<file path="src/rtl/clk_div_cfg.sv">
// Divide-factor front-end for the clock divider: handshakes new factors in and applies them only on the divider's wrap edge.
// Optional CLK_DIV_CFG_RESYNC_EN: realign the shadow counter to div_clk_out after a sync loss.
module clk_div_cfg #(
  parameter int          WIDTH   = 32,
  parameter int unsigned N_RESET = 2
) (
  input  logic             clk,
  input  logic             rst,
  input  logic             cfg_valid,
  input  logic [WIDTH-1:0] cfg_n,
  output logic             cfg_ready,
  input  logic             div_clk_out,
  output logic [WIDTH-1:0] n_out,
  output logic             busy,
  output logic             applied,
  output logic             err_zero,
  output logic             err_sync,
  input  logic             err_clr
);

  typedef enum logic {
    IDLE = 1'b0,
    PEND = 1'b1
  } state_t;

  localparam logic [WIDTH-1:0] N_RESET_W = WIDTH'(N_RESET);
  localparam logic [WIDTH-1:0] ONE_W     = WIDTH'(1);

  state_t           state_reg, state_next;
  logic [WIDTH-1:0] n_out_reg, n_out_next;
  logic [WIDTH-1:0] pend_n_reg, pend_n_next;
  logic [WIDTH-1:0] shadow_reg, shadow_next;
  logic             exp_clk_reg, exp_clk_next;
  logic             applied_reg, applied_next;
  logic             err_zero_reg, err_zero_next;
  logic             err_sync_reg, err_sync_next;

  logic             wrap;
  logic             mismatch;
  logic             blocked;
  logic             zero_set;

`ifdef CLK_DIV_CFG_RESYNC_EN
  logic             unsync_reg, unsync_next;
  logic             div_prev_reg;
  assign blocked = unsync_reg;
`else
  assign blocked = 1'b0;
`endif

  // Shadow counter mirrors the divider, so wrap marks the divider's own wrap edge.
  assign wrap     = (shadow_reg == (n_out_reg - ONE_W));
  assign mismatch = (div_clk_out != exp_clk_reg);

  // Shadow model of the divider's counter and clk_out
  always_comb begin
    shadow_next  = shadow_reg + ONE_W;
    exp_clk_next = exp_clk_reg;
    if (wrap) begin
      shadow_next  = '0;
      exp_clk_next = ~exp_clk_reg;
    end
`ifdef CLK_DIV_CFG_RESYNC_EN
    unsync_next = unsync_reg;
    // A toggle of div_clk_out means the divider count has just returned to 0.
    if (unsync_reg && (div_clk_out != div_prev_reg)) begin
      unsync_next = 1'b0;
      if (n_out_reg == ONE_W) begin
        shadow_next  = '0;
        exp_clk_next = ~div_clk_out;
      end else begin
        shadow_next  = ONE_W;
        exp_clk_next = div_clk_out;
      end
    end else if (mismatch) begin
      unsync_next = 1'b1;
    end
`endif
  end

  // Handshake / apply state machine
  always_comb begin
    state_next   = state_reg;
    n_out_next   = n_out_reg;
    pend_n_next  = pend_n_reg;
    applied_next = 1'b0;
    zero_set     = 1'b0;
    case (state_reg)
      IDLE: begin
        if (cfg_valid) begin
          if (cfg_n == '0) begin
            zero_set = 1'b1;
          end else begin
            pend_n_next = cfg_n;
            state_next  = PEND;
          end
        end
      end
      PEND: begin
        // A request accepted on a wrap edge sees state IDLE there, so it waits a full period.
        if (wrap && !blocked) begin
          n_out_next   = pend_n_reg;
          applied_next = 1'b1;
          state_next   = IDLE;
        end
      end
      default: state_next = IDLE;
    endcase
  end

  // Sticky errors: a set on the same edge beats the clear.
  always_comb begin
    err_zero_next = zero_set | (err_zero_reg & ~err_clr);
    err_sync_next = mismatch | (err_sync_reg & ~err_clr);
  end

  always_ff @(posedge clk or posedge rst) begin
    if (rst) begin
      state_reg    <= IDLE;
      n_out_reg    <= N_RESET_W;
      pend_n_reg   <= '0;
      shadow_reg   <= '0;
      exp_clk_reg  <= 1'b0;
      applied_reg  <= 1'b0;
      err_zero_reg <= 1'b0;
      err_sync_reg <= 1'b0;
    end else begin
      state_reg    <= state_next;
      n_out_reg    <= n_out_next;
      pend_n_reg   <= pend_n_next;
      shadow_reg   <= shadow_next;
      exp_clk_reg  <= exp_clk_next;
      applied_reg  <= applied_next;
      err_zero_reg <= err_zero_next;
      err_sync_reg <= err_sync_next;
    end
  end

`ifdef CLK_DIV_CFG_RESYNC_EN
  always_ff @(posedge clk or posedge rst) begin
    if (rst) begin
      unsync_reg   <= 1'b0;
      div_prev_reg <= 1'b0;
    end else begin
      unsync_reg   <= unsync_next;
      div_prev_reg <= div_clk_out;
    end
  end
`endif

  assign cfg_ready = (state_reg == IDLE);
  assign busy      = (state_reg == PEND) | blocked;
  assign n_out     = n_out_reg;
  assign applied   = applied_reg;
  assign err_zero  = err_zero_reg;
  assign err_sync  = err_sync_reg;

endmodule

</file>
<file path="config.mk">
export PLATFORM = sky130hd
export DESIGN_NAME = clk_div_cfg
export DESIGN_NICKNAME = d
export VERILOG_FILES = /design/src/rtl/clk_div_cfg.sv
export SDC_FILE = /design/constraint.sdc
export NUM_CORES = 1
export LEC_CHECK = 0
export BUFFER_PORTS_ARGS = -buffer_cell sky130_fd_sc_hd__buf_2
export CORE_MARGIN = 3
export CORE_UTILIZATION = 50
export CTS_CLUSTER_SIZE = 8
export DETAILED_ROUTE_END_ITERATION = 12
export PLACE_DENSITY = 0.74
export SLEW_MARGIN = 20
export SYNTH_ARGS = -nofsm -noshare
export SYNTH_HDL_FRONTEND = slang
export SYNTH_SLANG_ARGS = --single-unit
</file>
<file path="constraint.sdc">
create_clock -name clk -period 3.4 [get_ports clk]
set_input_delay 0.34 -clock clk [delete_from_list [all_inputs] [get_ports clk]]
set_output_delay 0.34 -clock clk [all_outputs]
set_load 0.01 [all_outputs]
</file>
---- After elaboration in Yosys (flattened, before gate mapping) ----
Cells that the tools add are included.
storage, ports and cells
  latch bits .............................. 0
  RAM bits ................................ 0
  register bits after elaboration ......... 101
  ROM bits ................................ 0
  input port bits ......................... 37
  memories kept ........................... 0
  logic and storage cells ................. 33
cells by class
  reduce and logical (&&, ||, !) cells .... 3
  $add $sub $neg .......................... 2
  bitwise logic cells ..................... 8
  eq/ne operators ......................... 2
  mux-type cells .......................... 10
  shifts and indexed selects .............. 0
  div/mod/pow operators ................... 0
  $mul .................................... 0
  $lt $le $gt $ge ......................... 0
operators by type and width
  kind                   number
  $add 32x1->32 const B  1
  $eq 32x32->1           1
  $logic_not 32->1       1
  $mux 32                1
  $sub 32x1->32 const B  1
  $mux 1                 8
  $not 1->1              4
  $reduce_and 3->1       1
  $and 1x1->1            2
  $or 1x1->1             2
  $pmux 1 s2             1
  $reduce_and 2->1       1
  $ne 1x1->1             1

---- Logic depth before layout (Yosys ltp) ----
Gate-level depths: netlist of run 1.
  depth after elaboration ................. 5
  depth in mapped cells ................... 11

---- Least setup slack after synthesis of run 1 ----
No wires, ideal clock.
  kind .................................... reg2reg
  start point ............................. register n_out_reg[0], in the netlist n_out[0]
  end point ............................... register n_out_reg[10], in the netlist n_out[10]
  period minus slack after synthesis ...... 3.246 ns
  slack ................................... 0.154 ns
  library setup time ...................... 0.128 ns
  buffers on the path ..................... 2
  stages on the path, launching flop included .. 12
  arrival time ............................ 3.118 ns
  cells stage by stage .................... dfrtp_1 > inv_1 > ha_1 > nor3b_1 > and4_1 > clkbuf_1 > o2111ai_1 > a22oi_1 > nand4_1 > nor4_4 > buf_4 > mux2_1
between the ends
  word-level cells in the longest chain between the ends .. 3
ends and longest elaborated chain
  what                        RTL line  text
  from (decl)                 30        logic [WIDTH-1:0] n_out_reg, n_out_next;
  from (signal assigned)      129       n_out_reg <= n_out_next;
  $sub 32x1->32               52        assign wrap = (shadow_reg == (n_out_reg - ONE_W));
  $eq 32x32->1                52
  $reduce_and 2->1 (no line)  n/a
No other way between the ends.
A chain may end at the register's enable or synchronous reset.

---- Final worst setup path of run 1 ----
  start point ............................. register n_out_reg[24], in the netlist n_out[24]
  end point ............................... register n_out_reg[17], in the netlist n_out[17]
The elaborated chain is that of the path after synthesis.

==> summary.md, run 1 <==
| Metric | Value |
|---|---|
| Final hold vios | 0 |
| Cell Area, Synth | 5290 µm² |
| Share of flip-flops with an asynchronous set or reset | 100% |
| Power share of the combinational group | 2.7% |
| Ant. Diodes | 0 |
| IO Port Bufs | 73 |
| DR vias/cell | 5.84 |
| Final GP Congestion | 0.885 |
| Clk pwr share | 41.3% |
| Gr usage total | 23.6% |
| Total global routing overflow | 0 |
| Number of max-cap violations | 0 |
| Starting Density | 52.7% |
| Power Internal | 1650 µW |
| Switching pwr | 497 µW |
| Layout Nets | 604 |
| Switching share of power | 23.1% |
| CP Cell Sequence | or4_1, nor4b_2, a21boi_1, o41ai_2, o21ai_1, nor4_4, buf_4, buf_12, mux2_1 |
| Max VDD drop | 0.000214 V |
| Worst slew pin tran | 0.817 ns |
| H-tree depth | 3 |
| Final setup vio count | 0 |
| I/O pins | 74 |
| Die Span Y | 109 µm |
| Worst path bufs/invs | 2 |
| Status | finished, final reports clean |
| First-pass GRT wire length | 21500 µm |
| Antenna violations before repair | 0 |
| Sequential share of the synthesized area | 47.8% |
| Row cnt | 36 |
| Largest net degree at the start of global routing | 67 |
| WS Path Type | reg2reg |
| Pleak | 0.00322 µW |
| Post-detailed-route wirelength per cell | 18.8 µm |
| DRT Wirelength | 13200 µm |
| Fraction of layout cells with a size suffix above 1 | 28.6% |
| Post-Syn Nets | 515 |
| Slowest Stage Delay on Critical Path | 0.54 ns |
| Die Width | 109 µm |
| Final HPWL DP | 9620 µm |
| Fillers | 827 |
| DRT Pass-1 Iters | 4 |
| Synth top cells by count | dfrtp_1 (100), nor2_1 (45), xor2_1 (35) |
| Clock latency on the worst-skew pair | 0.38 ns |
| Critical path's slowest cell | or4_1 |
| Cell Pwr Density | 345 nW/µm² |
| Distinct cells, synth | 61 |
| Crit path DAT | 3.54 ns |
| Crit end category | flop |
| Area share of the leading cell type in the synthesized netlist | 47.3% |
| Clock sink count | 101 |
| Synth Flop Type | dfrtp_1 |
| Min Clock Period, post-route | 3.29 ns |
| Die area | 11800 µm² |
| Total CTS buffers | 9 |
| F_max | 304 MHz |
| Synth area leaders | dfrtp_1 (47%), mux2_1 (6.8%), mux2_2 (6.8%) |
| CTS root buf | clkbuf_8 |
| Slew headroom | 45.5% |
| Fin Hold WS | 0.110 ns |
| CTS tree | done |
| Final setup TNS | 0 ns |
| DR vias | 4108 |
| Clk pin slew, worst setup/hold paths | 0.10 ns |
| Leading area contributor after synthesis | dfrtp_1 |
| Top Family by Delay on Critical Path | simple AND/OR/NAND/NOR gates |
| Clock Skew | 0.0159 ns |
| R2R Setup Slk | 0.11 ns |
| Clock buffer depth | 2 |
| Vias in the first global route | 4138 |
| DRT antenna net count | 0 |
| Sequential Power Share | 56.0% |
| 1st-iter DRT viols | 184 |
| Top-count cell post-synth | dfrtp_1 |
| Synth Area per Inst | 11.1 µm² |
| Hold_buf cts | 0 |
| Cells after Synth | 476 |
| Crit share post-route | 96.7% |
| Synthesis Warnings | 0 |
| Max-slew violation count | 0 |
| Crit Path Max Fanout | 17 |
| Area Overhead vs Synth | 17.8% |
| Startpoint types | flop |
| # DRC | 0 |
| Post-synth EDFFs | 0 |
| Yosys reg bits | 101 |
| Core area | 10000 µm² |
| Hold Path Class | in2async |
| Required @ worst endpoint | 3.65 ns |
-- through the flow --
stage / setup slack, ns / cell area [µm²] / cells / utilization [%] / power [µW]
final: 0.112 / 6230 / 703 / 62.0 / 2150
after global routing: -0.0118 / 6230 / 703 / 62.0 / 2220
after CTS: 0.0355 / 6180 / 701 / 61.5 / 2160
after detailed placement: 0.0942 / 5950 / 685 / 59.2 / 1280
after global placement: 0.207 / 5950 / 685 / 59.2 / 1280
after floorplan: 0.154 / 5290 / 476 / - / 1250
-- layout by cell type, fill, tap and decap left out, types with 8 or more instances in the layout --
cell type,instances
xnor2_1,30
nand2_1,19
dfrtp_1,100
mux2_1,32
buf_4,24
inv_1,8
nand4_1,17
buf_2,73
xor2_1,35
clkbuf_8,9
nor4_1,22
mux2_2,32
nor2_1,45
nand3_1,11
-- kinds of logic after synthesis --
group | share of synthesized area, %
mux | 13.8
xor+xnor | 11.2
buf+inv | 2.48
simple gates | 18.5
fa+ha+maj | 0.473
compound gates | 5.73
flops | 47.8
-- final timing paths --
path / from / endpoint / cells after the start
max: n_out[24] / n_out[17] / 9
min: rst / pend_n_reg[9] / 2
max reg2reg: n_out[24] / n_out[17] / 9
min reg2reg: err_sync / err_sync / 1
max in group asynchronous: rst / n_out[1] / 3
min in group clk: cfg_n[1] / pend_n_reg[1] / 2
-- metal layers --
layer	global-route usage [%]	routed length (µm)
met1	32.3	5870
met2	38.0	6410
met3	4.14	625
met4	8.84	308
met5	0	0
-- repair_timing --
item / CTS / global route
resized for setup: 0 / 3
buffers inserted: 0 / 1
setup endpoints to repair: 0 / 65
-- power groups by stage --
stage	sequential, µW	combinational (µW)	clock [µW]
2_1_floorplan	1230	20.9	0
3_3_place_gp	1230	57.4	0
3_5_place_dp	1230	59.2	0
4_1_cts	1200	59.5	898
5_1_grt	1200	66.1	952
6_report	1200	57.6	887
-- area by class of cell --
class	count	area, µm²	share of cell area (%)
clock buffers	9	124	1.99
clock inverters	7	106	1.71
inverters	9	36.3	0.583
multi-input cells	344	2660	42.6
flip-flops and latches	101	2530	40.6
well taps	133	166	2.67
repair buffers	100	611	9.80
No activity file was read; power rests on OpenSTA's default activity.
==> inputs of run 2 (changes only) <==
CORE_ASPECT_RATIO = 0.8   (was unset)
PLACE_DENSITY = 0.71   (was 0.74)
clock period = 3.2 ns   (was 3.4 ns; I/O delays follow)
==> run 2 against run 1 <==
Effect of this change:
- the run now ends with setup timing left
- die area about the same
- fmax up 0.84%
- largest power group unchanged
- non-clock buffer count up 20
- hold slack worse by 0.068 ns
- critical path type unchanged
- clock power up 20%
- sequential power up 7%
- routed wire length up 6.2%
- sequential share of layout area down 2.3 points
- first-iteration DRC count up 39%
- largest cell class unchanged
- clock-buffer cell count unchanged
- highest routed layer unchanged
- via count up 1.6%
==> summary.md, run 2 (synthesized netlist as in run 1, its figures left out) <==
| Metric | Value |
|---|---|
| Antenna violations before repair | 0 |
| Hold Path Class | in2async |
| DRT antenna net count | 0 |
| Post-detailed-route wirelength per cell | 19.3 µm |
| Clock Skew | 0.00834 ns |
| Area Overhead vs Synth | 24.8% |
| Commonest non-fill, non-tap cell in the layout | dfrtp_1 |
| Min Clock Period, post-route | 3.26 ns |
| Total CTS buffers | 9 |
| Startpoint types | flop |
| Placed inst area | 6040 µm² |
| 1st-iter DRT viols | 255 |
| IO Port Bufs | 73 |
| Failing checks | setup timing |
| Final HPWL DP | 9800 µm |
| Starting Density | 53.0% |
| DRT Wirelength | 14000 µm |
| Power Internal | 1840 µW |
| Clock buffer depth | 2 |
| Power share of the combinational group | 2.6% |
| Max-slew violation count | 0 |
| Slew headroom | 59.1% |
| Gr usage total | 23.6% |
| DR vias | 4172 |
| Post-placement setup slack | -0.0695 ns |
| Switching share of power | 23.3% |
| F_max | 307 MHz |
| Layout Nets | 624 |
| Row cnt | 32 |
| H-tree depth | 3 |
| Final GP Congestion | 0.948 |
| First-pass GRT wire length | 21900 µm |
| Crit Path Max Fanout | 8 |
| Crit path DAT | 3.50 ns |
| Switching pwr | 557 µW |
| Fraction of layout cells with a size suffix above 1 | 35.6% |
| Vias in the first global route | 4193 |
| Critical path's slowest cell | or4_4 |
| Ant. Diodes | 0 |
| Slowest Stage Delay on Critical Path | 0.53 ns |
| WS Path Type | reg2reg |
| Crit end category | flop |
| Worst r2r src | n_out[0] |
| Pleak | 0.00336 µW |
| Status | finished, violations left |
| Required @ worst endpoint | 3.44 ns |
| Largest net degree at the start of global routing | 49 |
| Number of max-cap violations | 0 |
| CP startpoint | n_out[0] |
| Die Width | 121 µm |
| Clk pwr share | 44.1% |
| CTS root buf | clkbuf_16 |
| DRT Pass-1 Iters | 5 |
| Most frequent cells in the layout | dfrtp_1 (99), buf_2 (73), nor2_1 (45), buf_4 (40), xor2_1 (34) |
| Cell Pwr Density | 363 nW/µm² |
| Hold_buf cts | 0 |
| I/O pins | 74 |
| Post-layout util | 66.2% |
| Worst slew pin tran | 0.614 ns |
| Top Family by Delay on Critical Path | simple AND/OR/NAND/NOR gates |
| R2R Setup Slk | -0.06 ns |
| Final setup vio count | 20 |
| Final hold vios | 0 |
| Post-route cell area | 6600 µm² |
| DR vias/cell | 5.75 |
| CTS tree | done |
| Core area | 9970 µm² |
| RSZ-0062 raised after global routing | true |
| Die Span Y | 98.0 µm |
| Max VDD drop | 0.000325 V |
| CP Cell Sequence | inv_2, ha_4, or3b_4, or4_4, a21oi_2, and4_1, nand4_1, nor4_4, buf_6, clkbuf_16, mux2_1 |
| Total global routing overflow | 0 |
| # DRC | 0 |
| Clock latency on the worst-skew pair | 0.35 ns |
| Crit share post-route | 102% |
| Die area | 11900 µm² |
| Worst path bufs/invs | 3 |
| Setup WS post-layout | -0.0604 ns |
| Clk pin slew, worst setup/hold paths | 0.07 ns |
| Sequential Power Share | 53.3% |
| Clock sink count | 101 |
## run 2: power groups by stage
stage               logic, µW  registers, µW  clock network (µW)
CTS                      64.2           1280                1070
global placement         61.4           1300                   0
detailed placement       63.8           1300                   0
finish                   62.4           1280                1060
floorplan                22.2           1300                   0
global route             70.9           1280                1130
## run 2: path summary, 6_finish.rpt
| check | depth (start not counted) | to |
|---|---|---|
| max | 11 | n_out[15] |
| min | 2 | pend_n_reg[9] |
| max reg2reg | 11 | n_out[15] |
| min reg2reg | 1 | err_sync |
| max in group asynchronous | 3 | shadow_reg[1] |
| min in group clk | 2 | pend_n_reg[6] |
## run 2: metal layers
metal | track usage [%] | wire [µm] | up-vias
met5 | 0 | 0 | -
met4 | 6.10 | 180 | 0
met3 | 5.39 | 742 | 15
met2 | 36.7 | 6690 | 113
met1 | 33.6 | 6430 | 2092
li1 | - | - | 1952
## run 2: area by class of cell
class | count | area [µm²]
sequential | 101 | 2530
clock inverter | 7 | 57.6
fill | 761 | 3370
tap | 136 | 170
timing repair buffer | 120 | 802
multi-input combinational | 344 | 2780
inverter | 9 | 36.3
clock buffer | 9 | 225
## run 2: timing repair
action | in CTS | in global routing
pin swaps | 4 | 6
gates resized for setup | 9 | 28
endpoints found under the setup margin | 36 | 66
cloned | 2 | 3
buffers inserted | 3 | 2
## run 2: per-stage QoR
stage | hold WS, ns | power (µW) | setup TNS, ns | std cells
after floorplan | 0.459 | 1320 | 0 | 476
after global placement | 0.428 | 1360 | 0 | 701
after detailed placement | 0.436 | 1370 | -1.57 | 701
after CTS | 0.0709 | 2410 | 0 | 722
after global routing | 0.0945 | 2480 | -4.84 | 726
final | 0.0421 | 2390 | -0.829 | 726
==> inputs of run 3 (changes only) <==
BUFFER_PORTS_ARGS = unset   (was -buffer_cell sky130_fd_sc_hd__buf_2)
CTS_BUF_LIST = sky130_fd_sc_hd__clkbuf_4 sky130_fd_sc_hd__clkbuf_8 sky130_fd_sc_hd__clkbuf_16   (was unset)
DONT_BUFFER_PORTS = 1   (was unset)
PLACE_DENSITY = unset   (was 0.71)
SKIP_LAST_GASP = 1   (was unset)
==> run 3 against run 2 <==
Effect of this change:
- the run still ends with setup timing left
- flip-flop and latch count unchanged
- hold slack better by 0.073 ns
- global-route usage down 0.13 points
- utilization down 1.4 points
- first-iteration DRC count down 9.4%
- sequential share of layout area up 0.88 points
- combinational power down 46%
- critical path type unchanged
==> summary.md, run 3 (synthesized netlist as in run 1, its figures left out) <==
| Metric | Value |
|---|---|
| Final setup vio count | 25 |
| Clock Skew | 0.00797 ns |
| RSZ-0062 raised after global routing | true |
| Total CTS buffers | 9 |
| Crit Path Max Fanout | 8 |
| Final hold vios | 0 |
| Failing checks | setup timing |
| Ant. Diodes | 0 |
| Worst path bufs/invs | 3 |
| Fin Hold WS | 0.115 ns |
| Die area | 11900 µm² |
| Crit share post-route | 103% |
| Switching share of power | 22.8% |
| Core area | 9970 µm² |
| CTS tree | done |
| Final GP Congestion | 0.867 |
| Most frequent cells in the layout | dfrtp_1 (97), buf_4 (61), nor2_1 (45), xor2_1 (35), mux2_2 (32) |
| Gr usage total | 23.4% |
| Power Internal | 1850 µW |
| Max-slew violation count | 0 |
| Sequential Power Share | 53.4% |
| Commonest non-fill, non-tap cell in the layout | dfrtp_1 |
| Clk pwr share | 45.2% |
| Layout Nets | 573 |
| Min Clock Period, post-route | 3.31 ns |
| CP Cell Sequence | inv_2, ha_4, or3b_4, or4_4, a21oi_2, and4_1, nand4_1, nor4_4, buf_4, clkbuf_16, mux2_4 |
| Total global routing overflow | 0 |
| Cell Pwr Density | 370 nW/µm² |
| Setup WS post-layout | -0.108 ns |
| Multi-input logic area | 2820 µm² |
| Crit end category | flop |
| Max VDD drop | 0.000325 V |
| Sequential cell area | 2530 µm² |
| Starting Density | 53.0% |
| Area Overhead vs Synth | 22.1% |
| CTS root buf | clkbuf_16 |
| Top Family by Delay on Critical Path | simple AND/OR/NAND/NOR gates |
| Largest net degree at the start of global routing | 53 |
| Crit path DAT | 3.54 ns |
| Final HPWL DP | 9680 µm |
| Row cnt | 32 |
| DR vias | 3949 |
| Fillers | 797 |
| Die Span Y | 98.0 µm |
| F_max | 302 MHz |
| Pleak | 0.00314 µW |
| # DRC | 0 |
| 1st-iter DRT viols | 231 |
| Fraction of layout cells with a size suffix above 1 | 31.9% |
| Clock latency on the worst-skew pair | 0.35 ns |
| WS Path Type | reg2reg |
| Slew headroom | 56.2% |
| Critical path's slowest cell | or4_4 |
| DRT Wirelength | 13600 µm |
| I/O pins | 74 |
| DRT antenna net count | 0 |
| Worst slew pin tran | 0.652 ns |
| Hold Path Class | in2reg |
| Clock sink count | 101 |
| First-pass GRT wire length | 21700 µm |
| Post-detailed-route wirelength per cell | 20.1 µm |
| Vias in the first global route | 3924 |
| DR vias/cell | 5.85 |
| H-tree depth | 3 |
| Switching pwr | 546 µW |
| Power share of the combinational group | 1.4% |
| Clk pin slew, worst setup/hold paths | 0.07 ns |
| Number of max-cap violations | 0 |
| Die Width | 121 µm |
| Startpoint types | flop |
| DRT Pass-1 Iters | 5 |
| IO Port Bufs | 0 |
| Status | finished, violations left |
| Slowest Stage Delay on Critical Path | 0.52 ns |
| Antenna violations before repair | 0 |
| Clock buffer depth | 2 |
| Overall power | 2390 µW |
| Required @ worst endpoint | 3.43 ns |
==> run 3: cell type report <==
| type | count | area share, % |
|---|---|---|
| Sequential cell | 101 | 39.2 |
| Clock inverter | 6 | 0.814 |
| Timing Repair Buffer | 69 | 9.38 |
| Tap cell | 136 | 2.64 |
| Clock buffer | 10 | 3.70 |
| Multi-Input combinational cell | 344 | 43.7 |
| Inverter | 9 | 0.562 |
==> run 3: worst register-to-register path, stage by stage, from the launching register on <==
cell and delay, ns:
dfrtp_2 0.46, inv_2 0.09, ha_4 0.14, or3b_4 0.38
or4_4 0.52, a21oi_2 0.13, and4_1 0.20, nand4_1 0.16
nor4_4 0.41, buf_4 0.22, clkbuf_16 0.18, mux2_4 0.30
==> run 3: layer usage <==
layer / GRT usage (%) / up-vias / wire length (µm)
li1: - / 1849 / -
met1: 35.1 / 1990 / 6510
met2: 34.7 / 96 / 6270
met3: 5.79 / 14 / 665
met4: 4.88 / 0 / 145
met5: 0 / - / 0
==> run 3: what timing repair did <==
item	4_1_cts	5_1_grt
buffers inserted	5	6
hold buffers	1	0
endpoints found under the hold margin	49	0
gates cloned	2	2
pin swaps	5	6
endpoints found under the setup margin	32	66
gates resized for setup	7	42
==> run 3: power by group through the flow <==
| stage | combinational [µW] | clock [µW] | sequential [µW] |
|---|---|---|---|
| floorplan | 22.2 | 0 | 1300 |
| global placement | 33.8 | 0 | 1300 |
| global route | 40.0 | 1150 | 1280 |
| finish | 33.5 | 1080 | 1280 |
| CTS | 36.0 | 1100 | 1280 |
| detailed placement | 34.6 | 0 | 1300 |
==> run 3: path summary, 6_finish.rpt <==
kind                                from  depth (start not counted)  slack [ns]             end
min reg2reg                pend_n_reg[6]                          1        0.49        n_out[6]
min                            cfg_n[14]                          1        0.12  pend_n_reg[14]
max in group asynchronous            rst                          3        1.91        n_out[1]
min in group asynchronous            rst                          2        0.55   pend_n_reg[7]
max                             n_out[0]                         11       -0.11       n_out[12]
max reg2reg                     n_out[0]                         11       -0.11       n_out[12]
==> run 3: metrics by stage <==
stage	setup TNS, ns	std cells	worst slack [ns]	instance area (µm²)	util (%)
6_report	-1.76	675	-0.108	6460	64.8
4_1_cts	0	668	0.00447	6230	62.4
5_1_grt	-4.92	675	-0.210	6460	64.8
3_5_place_dp	-2.55	644	-0.0999	5810	58.3
2_1_floorplan	0	476	0.0396	5290	-
3_3_place_gp	-1.09	644	-0.0375	5810	58.3
